### src/rtl/mil_pkg.sv
// Shared constants for the 1553 RT message assembler: FSM states, error codes, command-word layout.
package mil_pkg;

    localparam int unsigned DAT_W  = 16;
    localparam int unsigned ADDR_W = 5;
    localparam int unsigned SA_W   = 5;
    localparam int unsigned WC_W   = 5;
    localparam int unsigned CNT_W  = 6;
    localparam int unsigned ERR_W  = 3;

    localparam int unsigned ADDR_LSB = 11;
    localparam int unsigned TR_BIT   = 10;
    localparam int unsigned SA_LSB   = 5;
    localparam int unsigned WC_LSB   = 0;

    localparam logic [0:0] S_IDLE = 1'b0;
    localparam logic [0:0] S_DATA = 1'b1;

    localparam logic [ERR_W-1:0] ERR_NONE     = 3'd0;
    localparam logic [ERR_W-1:0] ERR_PAR      = 3'd1;
    localparam logic [ERR_W-1:0] ERR_SYNC     = 3'd2;
    localparam logic [ERR_W-1:0] ERR_TMO      = 3'd3;
    localparam logic [ERR_W-1:0] ERR_BCAST_TX = 3'd4;

    localparam logic [SA_W-1:0]   SA_MODE0   = 5'd0;
    localparam logic [SA_W-1:0]   SA_MODE31  = 5'd31;
    localparam logic [ADDR_W-1:0] BCAST_ADDR = 5'd31;

    // Command word as it arrives on rx_dat, MSB first.
    typedef struct packed {
        logic [ADDR_W-1:0] addr;
        logic              tr;
        logic [SA_W-1:0]   sa;
        logic [WC_W-1:0]   wc;
    } cmd_word_t;

    // Word-count field 0 encodes 32 words.
    function automatic logic [CNT_W-1:0] wc_words(input logic [WC_W-1:0] wc);
        return (wc == '0) ? CNT_W'(32) : CNT_W'(wc);
    endfunction

endpackage

### src/rtl/mil_gap_timer.sv
// Inter-word gap timer: counts clk while run, one-clk tmo pulse on reaching TMO_CLK, saturates until clr.
module mil_gap_timer #(
    parameter int unsigned TMO_CLK = 1500,
    parameter int unsigned TMO_W   = 11
) (
    input  logic clk,
    input  logic rst_n,
    input  logic run,
    input  logic clr,
    output logic tmo
);

    // cnt_q holds (gap - 1), so the pulse is registered and lands in the cycle the gap equals TMO_CLK.
    localparam logic [TMO_W-1:0] CNT_MAX = TMO_W'(TMO_CLK - 1);
    localparam logic [TMO_W-1:0] CNT_PRE = TMO_W'(TMO_CLK - 2);

    logic [TMO_W-1:0] cnt_q, cnt_d;
    logic             tmo_q, tmo_d;

    always_comb begin
        cnt_d = cnt_q;
        tmo_d = 1'b0;
        if (clr) begin
            cnt_d = '0;
        end else if (run && (cnt_q != CNT_MAX)) begin
            cnt_d = cnt_q + TMO_W'(1);
            tmo_d = (cnt_q == CNT_PRE);
        end
    end

    always_ff @(posedge clk) begin
        if (!rst_n) begin
            cnt_q <= '0;
            tmo_q <= 1'b0;
        end else begin
            cnt_q <= cnt_d;
            tmo_q <= tmo_d;
        end
    end

    assign tmo = tmo_q;

endmodule

### src/rtl/mil_rt_msg_rx.sv
// 1553 RT message assembler: decodes commands, writes receive data words, flags completion and errors.
// Optional MIL_RT_BCAST_EN: accept broadcast address 31 and expose the bcast port.
module mil_rt_msg_rx
    import mil_pkg::*;
#(
    parameter int unsigned TMO_CLK = 1500,
    parameter int unsigned TMO_W   = 11
) (
    input  logic              clk,
    input  logic              rst_n,
    input  logic [ADDR_W-1:0] rt_addr,
    input  logic              rx_stb,
    input  logic [DAT_W-1:0]  rx_dat,
    input  logic              rx_cw,
    input  logic              rx_par_ok,
    output logic              wr_en,
    output logic [4:0]        wr_addr,
    output logic [DAT_W-1:0]  wr_dat,
    output logic              cmd_tr,
    output logic [SA_W-1:0]   cmd_sa,
    output logic [CNT_W-1:0]  cmd_wc,
    output logic              tx_req,
    output logic              mode_stb,
    output logic              msg_done,
    output logic              msg_err,
    output logic [ERR_W-1:0]  err_code,
    output logic              busy
`ifdef MIL_RT_BCAST_EN
    ,
    output logic              bcast
`endif
);

`ifdef MIL_RT_BCAST_EN
    localparam bit BCAST_EN = 1'b1;
`else
    localparam bit BCAST_EN = 1'b0;
`endif

    logic [0:0]       state_q, state_d;
    logic [CNT_W-1:0] idx_q, idx_d;
    logic             wr_en_q, wr_en_d;
    logic [4:0]       wr_addr_q, wr_addr_d;
    logic [DAT_W-1:0] wr_dat_q, wr_dat_d;
    logic             cmd_tr_q, cmd_tr_d;
    logic [SA_W-1:0]  cmd_sa_q, cmd_sa_d;
    logic [CNT_W-1:0] cmd_wc_q, cmd_wc_d;
    logic             tx_req_q, tx_req_d;
    logic             mode_q, mode_d;
    logic             done_q, done_d;
    logic             err_q, err_d;
    logic [ERR_W-1:0] err_code_q, err_code_d;
    logic             busy_q, busy_d;
    logic             bcast_q, bcast_d;

    cmd_word_t cw;
    logic      is_bcast;
    logic      addr_ok;
    logic      eval;
    logic      tmo;

    assign cw       = cmd_word_t'(rx_dat);
    assign is_bcast = BCAST_EN && (cw.addr == BCAST_ADDR);
    assign addr_ok  = (cw.addr == rt_addr) || is_bcast;

    mil_gap_timer #(
        .TMO_CLK (TMO_CLK),
        .TMO_W   (TMO_W)
    ) u_gap_timer (
        .clk   (clk),
        .rst_n (rst_n),
        .run   (state_q == S_DATA),
        .clr   (rx_stb),
        .tmo   (tmo)
    );

    always_comb begin
        state_d    = state_q;
        idx_d      = idx_q;
        wr_en_d    = 1'b0;
        wr_addr_d  = wr_addr_q;
        wr_dat_d   = wr_dat_q;
        cmd_tr_d   = cmd_tr_q;
        cmd_sa_d   = cmd_sa_q;
        cmd_wc_d   = cmd_wc_q;
        tx_req_d   = 1'b0;
        mode_d     = 1'b0;
        done_d     = 1'b0;
        err_d      = 1'b0;
        err_code_d = err_code_q;
        bcast_d    = bcast_q;
        eval       = 1'b0;

        case (state_q)
            S_IDLE: eval = rx_stb && rx_cw;
            S_DATA: begin
                if (rx_stb) begin
                    if (rx_cw) begin
                        // New command mid-message aborts, then is decoded as a fresh command.
                        err_d      = 1'b1;
                        err_code_d = ERR_SYNC;
                        state_d    = S_IDLE;
                        eval       = 1'b1;
                    end else if (!rx_par_ok) begin
                        err_d      = 1'b1;
                        err_code_d = ERR_PAR;
                        state_d    = S_IDLE;
                    end else begin
                        wr_en_d   = 1'b1;
                        wr_addr_d = idx_q[4:0];
                        wr_dat_d  = rx_dat;
                        idx_d     = idx_q + CNT_W'(1);
                        if (idx_d == cmd_wc_q) begin
                            done_d  = 1'b1;
                            state_d = S_IDLE;
                        end
                    end
                end else if (tmo) begin
                    err_d      = 1'b1;
                    err_code_d = ERR_TMO;
                    state_d    = S_IDLE;
                end
            end
            default: state_d = S_IDLE;
        endcase

        if (eval && rx_par_ok && addr_ok) begin
            cmd_tr_d = cw.tr;
            cmd_sa_d = cw.sa;
            cmd_wc_d = wc_words(cw.wc);
            bcast_d  = is_bcast;
            if ((cw.sa == SA_MODE0) || (cw.sa == SA_MODE31)) begin
                mode_d = 1'b1;
            end else if (cw.tr) begin
                if (is_bcast) begin
                    err_d      = 1'b1;
                    err_code_d = ERR_BCAST_TX;
                end else begin
                    tx_req_d = 1'b1;
                end
            end else begin
                state_d = S_DATA;
                idx_d   = '0;
            end
        end

        busy_d = (state_d == S_DATA);
    end

    always_ff @(posedge clk) begin
        if (!rst_n) begin
            state_q    <= S_IDLE;
            idx_q      <= '0;
            wr_en_q    <= 1'b0;
            wr_addr_q  <= '0;
            wr_dat_q   <= '0;
            cmd_tr_q   <= 1'b0;
            cmd_sa_q   <= '0;
            cmd_wc_q   <= '0;
            tx_req_q   <= 1'b0;
            mode_q     <= 1'b0;
            done_q     <= 1'b0;
            err_q      <= 1'b0;
            err_code_q <= ERR_NONE;
            busy_q     <= 1'b0;
            bcast_q    <= 1'b0;
        end else begin
            state_q    <= state_d;
            idx_q      <= idx_d;
            wr_en_q    <= wr_en_d;
            wr_addr_q  <= wr_addr_d;
            wr_dat_q   <= wr_dat_d;
            cmd_tr_q   <= cmd_tr_d;
            cmd_sa_q   <= cmd_sa_d;
            cmd_wc_q   <= cmd_wc_d;
            tx_req_q   <= tx_req_d;
            mode_q     <= mode_d;
            done_q     <= done_d;
            err_q      <= err_d;
            err_code_q <= err_code_d;
            busy_q     <= busy_d;
            bcast_q    <= bcast_d;
        end
    end

    assign wr_en    = wr_en_q;
    assign wr_addr  = wr_addr_q;
    assign wr_dat   = wr_dat_q;
    assign cmd_tr   = cmd_tr_q;
    assign cmd_sa   = cmd_sa_q;
    assign cmd_wc   = cmd_wc_q;
    assign tx_req   = tx_req_q;
    assign mode_stb = mode_q;
    assign msg_done = done_q;
    assign msg_err  = err_q;
    assign err_code = err_code_q;
    assign busy     = busy_q;
`ifdef MIL_RT_BCAST_EN
    assign bcast    = bcast_q;
`else
    logic unused_bcast;
    assign unused_bcast = bcast_q;
`endif

endmodule

### config.mk
export PLATFORM = sky130hd
export DESIGN_NAME = mil_rt_msg_rx
export DESIGN_NICKNAME = d
export VERILOG_FILES = /design/src/rtl/mil_pkg.sv /design/src/rtl/mil_gap_timer.sv /design/src/rtl/mil_rt_msg_rx.sv
export SDC_FILE = /design/constraint.sdc
export NUM_CORES = 1
export LEC_CHECK = 0
export CORE_AREA = 4 4 78 80
export CTS_CLUSTER_DIAMETER = 150
export DETAILED_ROUTE_END_ITERATION = 10
export DIE_AREA = 0 0 82 84
export PLACE_DENSITY_LB_ADDON = 0.2
export SLEW_MARGIN = 20
export SYNTH_ARGS = -nofsm -noshare
export SYNTH_HDL_FRONTEND = slang
export SYNTH_SLANG_ARGS = --single-unit
export TNS_END_PERCENT = 10
### constraint.sdc
create_clock -name clk -period 1.75 [get_ports clk]
set_input_delay 0.2625 -clock clk [delete_from_list [all_inputs] [get_ports clk]]
set_output_delay 0.2625 -clock clk [all_outputs]
set_load 0.02 [all_outputs]
==> results of run 1 <==
## cell families after synthesis
family,after synthesis,synth area share
other cells,1,0.00152
fa+ha+maj,3,0.0152
compound gates,35,0.0889
buf+inv,20,0.0345
simple gates,125,0.240
flops,59,0.479
mux,11,0.0447
xor+xnor,27,0.0960
## through the flow
step / hold WS, ns / total power, W / util
6_report: 0.453 / 0.00267 / 0.662
3_5_place_dp: 0.448 / 0.00154 / 0.625
2_1_floorplan: 0.370 / 0.00143 / -
3_3_place_gp: 0.441 / 0.00154 / 0.625
4_1_cts: 0.457 / 0.00270 / 0.660
5_1_grt: 0.472 / 0.00277 / 0.662
## worst register-to-register path, stage by stage (launching register included)
cell and delay, ns:
dfxtp_1 0.39, ha_1 0.27, nand2b_1 0.12, o211ai_1 0.18
a31oi_1 0.15, nor4_2 0.24, and2_1 0.17
## cells in the mapped netlist, types with 2 or more instances
cell | instances | share of area
nand2_1 | 53 | 0.081
inv_1 | 4 | 0.0061
a211oi_1 | 2 | 0.0061
buf_2 | 2 | 0.0041
a21oi_1 | 23 | 0.047
o31ai_1 | 2 | 0.0061
and2_1 | 2 | 0.0051
xnor2_1 | 14 | 0.050
nor2b_1 | 3 | 0.0076
clkbuf_1 | 11 | 0.017
ha_1 | 3 | 0.015
nand2b_1 | 3 | 0.0076
or4_1 | 2 | 0.0061
or3_1 | 2 | 0.0051
buf_4 | 2 | 0.0061
nand4_1 | 3 | 0.0076
nor2_1 | 35 | 0.053
dfxtp_1 | 59 | 0.48
xor2_1 | 13 | 0.046
and3_1 | 4 | 0.010
mux2i_1 | 11 | 0.045
nand3_1 | 7 | 0.014
nor4_1 | 3 | 0.0076
## cell type report
class	instances	area [µm²]
Timing Repair Buffer	96	888
Clock inverter	1	5.00
Tap cell	72	90.1
Multi-Input combinational cell	202	1210
Clock buffer	15	186
Sequential cell	59	1180
Inverter	5	18.8
Fill cell	465	1830
## cell usage in the layout (no fill, tap or decap), types with 4 or more instances in the layout
master / Yosys / final
clkdlybuf4s50_1: 0 / 65
dfxtp_1: 59 / 59
nand2_1: 53 / 53
nor2_1: 35 / 35
buf_4: 2 / 30
a21oi_1: 23 / 23
xnor2_1: 14 / 14
xor2_1: 13 / 13
clkbuf_8: 0 / 13
mux2i_1: 11 / 11
nand3_1: 7 / 7
inv_1: 4 / 4
and3_1: 4 / 4
## power by group through the flow
stage | clock network, W | logic [W] | registers [W]
after floorplan | 0 | 0.0000554 | 0.00138
after global placement | 0 | 0.000163 | 0.00137
after detailed placement | 0 | 0.000164 | 0.00137
after CTS | 0.00119 | 0.000166 | 0.00134
after global routing | 0.00125 | 0.000177 | 0.00134
final | 0.00116 | 0.000164 | 0.00135
## path summary, 6_finish.rpt
path	end	from	slack, ns
max	cmd_wc[0]	cmd_wc[0]$_SDFFE_PN0P_	0.09
max reg2reg	msg_done$_SDFF_PP0_	idx_q[1]$_SDFF_PN0_	0.18
min reg2reg	wr_dat[6]$_SDFFE_PN0P_	wr_dat[6]$_SDFFE_PN0P_	0.45
min	wr_dat[6]$_SDFFE_PN0P_	wr_dat[6]$_SDFFE_PN0P_	0.45
## sequential cells by signal, indices dropped and copies added (netlist names), 2 cells and up
name and count:
cmd_sa 5, cmd_wc 6, err_code 2, idx_q 6
u_gap_timer.cnt_q 11, wr_addr 5, wr_dat 16
## layer usage
layer,track usage,vias to the layer above,routed length (µm),part of all wire
li1,-,1123,-,-
met1,0.235,1011,2700,0.45
met2,0.293,55,2760,0.46
met3,0.0518,12,368,0.062
met4,0.0952,0,115,0.019
met5,0,-,0,0
==> impl_results.md, run 1 <==
* Sink Count at 59
* Layout Nets at 402
* Clock power share at 0.435
* Fin crit period at about 1.7 ns
* Clk root buf: clkbuf_8
* Initial antenna violation count at 0
* Max-Cap Viols at 0
* DRT Pass-1 Iters at 4
* Routability cong. at slightly above 0.8
* Period utilization at 0.951
* Final WS setup at 0.0858 ns
* Switch share at 0.213
* P&R area growth vs syn at 45.1%
* Inst Count DP at ~430
* Synth Net Count at 310
* Crit-path max cell delay at around 0.64 ns
* Worst path bufs/invs at 1
* FF-to-FF path depth at 6
* Antenna cell count at 0
* CTS Buf Count at 9
* Hold Vio Cnt, Final at 0
* Routed wire length at roughly 6000 µm
* Hpwl dp at between 4000 and 5000 µm
* DP Area at between 3000 and 4000 µm²
* Seq cells post-synth at slightly below 60
* Layout cell share with drive strength beyond 1 at 0.132
* WL per Instance at 13.2 µm
* Crit path capture type: output pin
* Clock transition at path regs at 0.06 ns
* YS warnings at 0
* Data arrival, critical path at roughly 1.4 ns
* TritonCTS clock tree: yes
* RSZ-0062 raised after global routing: no
* Hold path cells at 2
* Critical path required time at 1.49 ns
* Die Wd at 82 µm
* Final instance area at approximately 3600 µm²
* Die Height at roughly 84 µm
* Fmax at 601 MHz
* Clk Latency, worst-skew pair at approximately 0.33 ns
* Gr usage total at 0.189
* Status: completed
* Cells after synthesis at between 200 and 300
* I/O Buffers at 66
* GRT overflow at 0
* NetSw at 0.000569 W
* Post-DRT Antenna Nets at 0
* Clock Tree Buf Depth at 2
* First-pass GRT wire length at 10000 µm
* Power Density at ~750 nW/µm²
* Initial detailed-routing violation count at approximately 70
* Critical path cell sequence: clkdlybuf4s50_1
* Die area at 6890 µm²
* Starting Density at 0.456
* Leakage at roughly 1.4 nW
* Comb power frac at 0.062
* Core ar. at around 5400 µm²
* Non-Filler Instances at 450
* Worst path slowest cell: clkdlybuf4s50_1
* DP Worst Slack at -0.222 ns
* # setup viols final at 0
* Synth unique cells at 41
* Ys async rst share at 0
* Critical Path Stages at 1
* Main synth FF type: dfxtp_1
* Vias at around 2200
* Pint at approximately 0.0021 W
* Cts-stage hold buffer count at 0
* CP Class: reg2out
* Post-CTS Setup Repair Bufs at 0
* CTS resizes at 0
* Sequential element share of the synthesized area at 0.479
* CP max FO at 3
* CTS H-tree depth at 3
* DRC at 0
* Critical path's top delay family: buffers and inverters
* Worst vdd ir at approximately 0.53 mV
* HP Class: reg2reg
* Post-synth EDFFs at 0
* Worst Setup Start Kind: flip-flop
* Vias in the first global route at between 2000 and 2500
* Num rows at 27
* Largest net degree at the start of global routing at 22
* Slew Limit Fails at 0
* Fin Clk Skew at 0.00539 ns
* Setup tns final at 0 ns
* Ports at 68
* Vias/cell at 4.89
* Sequential share of power at 0.504
* Avg Cell Area, Syn at 8.77 µm²
* Post-Syn Area at about 2500 µm²
(Power assumes the default switching activity.)
==> run 2, diff against run 1 <==
--- a/config.mk
+++ b/config.mk
@@ -5,6 +5,7 @@
 export SDC_FILE = /design/constraint.sdc
 export NUM_CORES = 1
 export LEC_CHECK = 0
+export CAP_MARGIN = 5
 export CORE_AREA = 4 4 78 80
 export CTS_CLUSTER_DIAMETER = 150
 export DETAILED_ROUTE_END_ITERATION = 10
==> results of run 2 <==
No change in the layout: final DEF, timing and power equal those of run 1.
==> run 3, diff against run 2 <==
--- a/config.mk
+++ b/config.mk
@@ -6,13 +6,15 @@
 export NUM_CORES = 1
 export LEC_CHECK = 0
 export CAP_MARGIN = 5
-export CORE_AREA = 4 4 78 80
+export CORE_AREA = 4 4 79 81
 export CTS_CLUSTER_DIAMETER = 150
 export DETAILED_ROUTE_END_ITERATION = 10
-export DIE_AREA = 0 0 82 84
+export DIE_AREA = 0 0 83 85
+export DONT_BUFFER_PORTS = 1
 export PLACE_DENSITY_LB_ADDON = 0.2
 export SLEW_MARGIN = 20
 export SYNTH_ARGS = -nofsm -noshare
 export SYNTH_HDL_FRONTEND = slang
+export SYNTH_HIERARCHICAL = 1
 export SYNTH_SLANG_ARGS = --single-unit
 export TNS_END_PERCENT = 10
==> constraint.sdc (replaced) <==
create_clock -name clk -period 1.63 [get_ports clk]
set_input_delay 0.2445 -clock clk [delete_from_list [all_inputs] [get_ports clk]]
set_output_delay 0.2445 -clock clk [all_outputs]
set_load 0.02 [all_outputs]
==> run 3 against run 2 <==
Compared with the run above: sequential share of layout area increased by 6.4 points; cell count fell by 14%; global-route usage down 1.1 points; highest routed layer unchanged; count of clock-buffer cells in the layout shrank 2; power decreased by 3.1%; core utilization down 11 points; via count fell by 4.0%; largest power group unchanged.
==> impl_results.md, run 3 <==
* CP Class: reg2reg
* Period utilization at 0.945
* Die Height at 85 µm (+1.2%)
* Initial detailed-routing violation count at 72 (+1.4%)
* Vias/cell at 5.43 (+11%)
* NetSw at 0.000546 W (-4.2%)
* YS warnings at 6 (+6)
* Most frequent cells in the layout: dfxtp_1 (58), nand2_1 (54), a21oi_1 (28)
* Num rows at 27 (unchanged)
* Setup tns final at 0 ns (unchanged)
* Ys async rst share at 0 (unchanged)
* WHS Endpoint: err_code[1]$_SDFFE_PN0P_
* Synth unique cells at 50 (+22%)
* Post-CTS Setup Repair Bufs at 0 (unchanged)
* Vias in the first global route at 1998 (-8.7%)
* DRC at 0 (unchanged)
* Top-area cell type share of the netlist area at 0.450 (-0.0297)
* Synth Net Count at 322 (+3.9%)
* Cells after synthesis at 293 (+4.3%)
* CTS H-tree depth at 3 (unchanged)
* Crit path capture type: flip-flop
* Data arrival, critical path at 1.75 ns (+0.35 ns)
* Hold path cells at 1 (-1)
* Clock Tree Buf Depth at 2 (unchanged)
* Starting Density at 0.480 (+0.0241)
* Post-Syn Area at 2630 µm² (+6.6%)
* Min-delay src: rx_stb
* Top cells by area, synth: dfxtp_1 (45%), nand2_1 (7.7%), a21oi_1 (5.3%)
* Core ar. at 5470 µm² (+1.3%)
* Leakage at 1.16 nW (-16%)
* Worst Setup Start Kind: flip-flop
* Largest net degree at the start of global routing at 22 (unchanged)
* Vias at 2114 (-4.0%)
* Layout Nets at 344 (-14%)
* Power Density at 862 nW/µm² (+15%)
* P&R area growth vs syn at 14.2%
* Die Wd at 83 µm (+1.2%)
* Most frequent cell after synthesis: dfxtp_1
* Clk Latency, worst-skew pair at 0.33 ns (about the same)
* Worst vdd ir at 0.551 mV (+3.3%)
* Final instance area at 3000 µm² (-16%)
* WL per Instance at 15.5 µm (+17%)
* Routed wire length at 6010 µm (+1.2%)
* Status: completed
* Fin crit period at around 1.5 ns
* Die area at 7060 µm² (+2.4%)
* CP max FO at 5 (+2)
* Sequential share of power at 0.559 (+0.055)
* Dominant cell type by area after synthesis: dfxtp_1
* Clk root buf: clkbuf_8
* Fmax at approximately 650 MHz
* FF-to-FF path depth at 6 (unchanged)
* Seq cells post-synth at 59 (unchanged)
* Hold Vio Cnt, Final at 0 (unchanged)
* Slew Limit Fails at 0 (unchanged)
* Post-DRT Antenna Nets at 0 (unchanged)
* Main synth FF type: dfxtp_1
* Reg2reg setup slack at 0.09 ns (-0.09 ns)
* Antenna cell count at 0 (unchanged)
* Post-synth EDFFs at 0 (unchanged)
* Commonest cells post-synth: dfxtp_1 (59), nand2_1 (54), a21oi_1 (28)
* HP Class: in2reg
* Max reg flops at 16 (unchanged)
* # setup viols final at 0 (unchanged)
* GRT overflow at 0 (unchanged)
* Layout cell share with drive strength beyond 1 at 0.142 (+0.00968)
* I/O Buffers at 0 (-100%)
* Gr usage total at 0.177 (-0.0112)
* Reg-to-reg endpoint: busy$_SDFF_PN0_
* Max-Cap Viols at 0 (unchanged)
* Sink Count at 59 (unchanged)
* Routability cong. at 0.848 (+3.6%)
* Comb power frac at 0.029 (-0.033)
* Switch share at 0.211 (-0.00228)
* Final Core Density at 0.548 (-0.113)
* Clock transition at path regs at 0.06 ns (about the same)
* DRT Pass-1 Iters at 4 (unchanged)
* Sequential element share of the synthesized area at 0.450 (-0.0297)
* R2R Path Start: idx_q[0]$_SDFF_PN0_
* Critical path required time at 1.84 ns (+0.35 ns)
* Clock power share at 0.412 (-0.023)
* Commonest non-fill, non-tap cell in the layout: dfxtp_1
* Initial antenna violation count at 0 (unchanged)
* Pint at 0.00204 W (-2.9%)
* RSZ-0062 raised after global routing: no
* First-pass GRT wire length at 9950 µm (-0.76%)
* DP Area at 2820 µm² (-16%)
* Ports at 68 (unchanged)
* Hpwl dp at 4430 µm (+0.32%)
* Fin Clk Skew at 0.00447 ns (-0.000924 ns)
* Avg Cell Area, Syn at 8.96 µm² (+2.2%)
* TritonCTS clock tree: yes
* CTS Buf Count at 9 (unchanged)
==> run 3: cell families after synthesis <==
| logic type | after synthesis | share of synthesized area |
|---|---|---|
| AND/OR/NAND/NOR | 125 | 0.258 |
| flip-flops | 59 | 0.450 |
| AO/OA/AOI/OAI | 50 | 0.121 |
| buffers and inverters | 23 | 0.0424 |
| XOR/XNOR | 20 | 0.0667 |
| multiplexers | 11 | 0.0419 |
| adder cells (fa/ha/maj) | 4 | 0.0181 |
| other | 1 | 0.00143 |
==> run 3: power by group through the flow <==
stage / Sequential [W] / Clock (W) / Combinational (W)
5_1_grt: 0.00144 / 0.00120 / 0.0000837
3_3_place_gp: 0.00148 / 0 / 0.0000706
6_report: 0.00145 / 0.00107 / 0.0000762
2_1_floorplan: 0.00148 / 0 / 0.0000582
3_5_place_dp: 0.00148 / 0 / 0.0000722
4_1_cts: 0.00145 / 0.00110 / 0.0000744
==> run 3: repair_timing <==
item / in CTS / in global routing
resized for setup: 0 / 3
endpoints found under the hold margin: 1 / 1
setup endpoints to repair: 0 / 4
hold buffers: 1 / 1
==> run 3: stage by stage <==
stage                     worst slack (ns)  std cells  hold slack [ns]  total power [W]
after CTS                           0.0461        388          0.00742          0.00262
after global placement              0.0810        374            0.360          0.00155
after global routing               0.00938        389          0.00910          0.00273
after detailed placement            0.0639        374            0.357          0.00155
after floorplan                      0.107        293            0.352          0.00154
final                               0.0900        389           0.0333          0.00259
==> run 3: critical path: stages, from the launching register on <==
cell and delay (ns):
dfxtp_1 0.34, ha_1 0.26, xor2_1 0.17, o22ai_1 0.10, a211oi_2 0.27, a41o_1 0.22
a21oi_2 0.05
==> run 3: worst max path at each step <==
stage / from / end / slack (ns) / cells past startpoint
floorplan: busy$_SDFF_PN0_ / u_gap_timer/cnt_q[9]$_SDFFE_PP0P_ / 0.11 / 4
global placement: idx_q[0]$_SDFF_PN0_ / busy$_SDFF_PN0_ / 0.08 / 6
detailed placement: idx_q[0]$_SDFF_PN0_ / busy$_SDFF_PN0_ / 0.06 / 6
CTS: idx_q[0]$_SDFF_PN0_ / busy$_SDFF_PN0_ / 0.05 / 6
global route: idx_q[0]$_SDFF_PN0_ / busy$_SDFF_PN0_ / 0.009 / 6
finish: idx_q[0]$_SDFF_PN0_ / busy$_SDFF_PN0_ / 0.09 / 6
==> run 3: per-layer routing <==
| layer | vias up | global-route usage | routed length (µm) |
|---|---|---|---|
| li1 | 1063 | - | - |
| met1 | 986 | 0.208 | 2650 |
| met4 | 0 | 0.0802 | 152 |
| met5 | - | 0 | 0 |
| met3 | 11 | 0.0777 | 419 |
| met2 | 54 | 0.281 | 2790 |
==> run 3: area by class of cell <==
class,instances,area (µm²)
Clock buffer,13,149
Inverter,7,26.3
Timing Repair Buffer,27,208
Tap cell,72,90.1
Sequential cell,59,1180
Multi-Input combinational cell,211,1350
Fill cell,510,2470
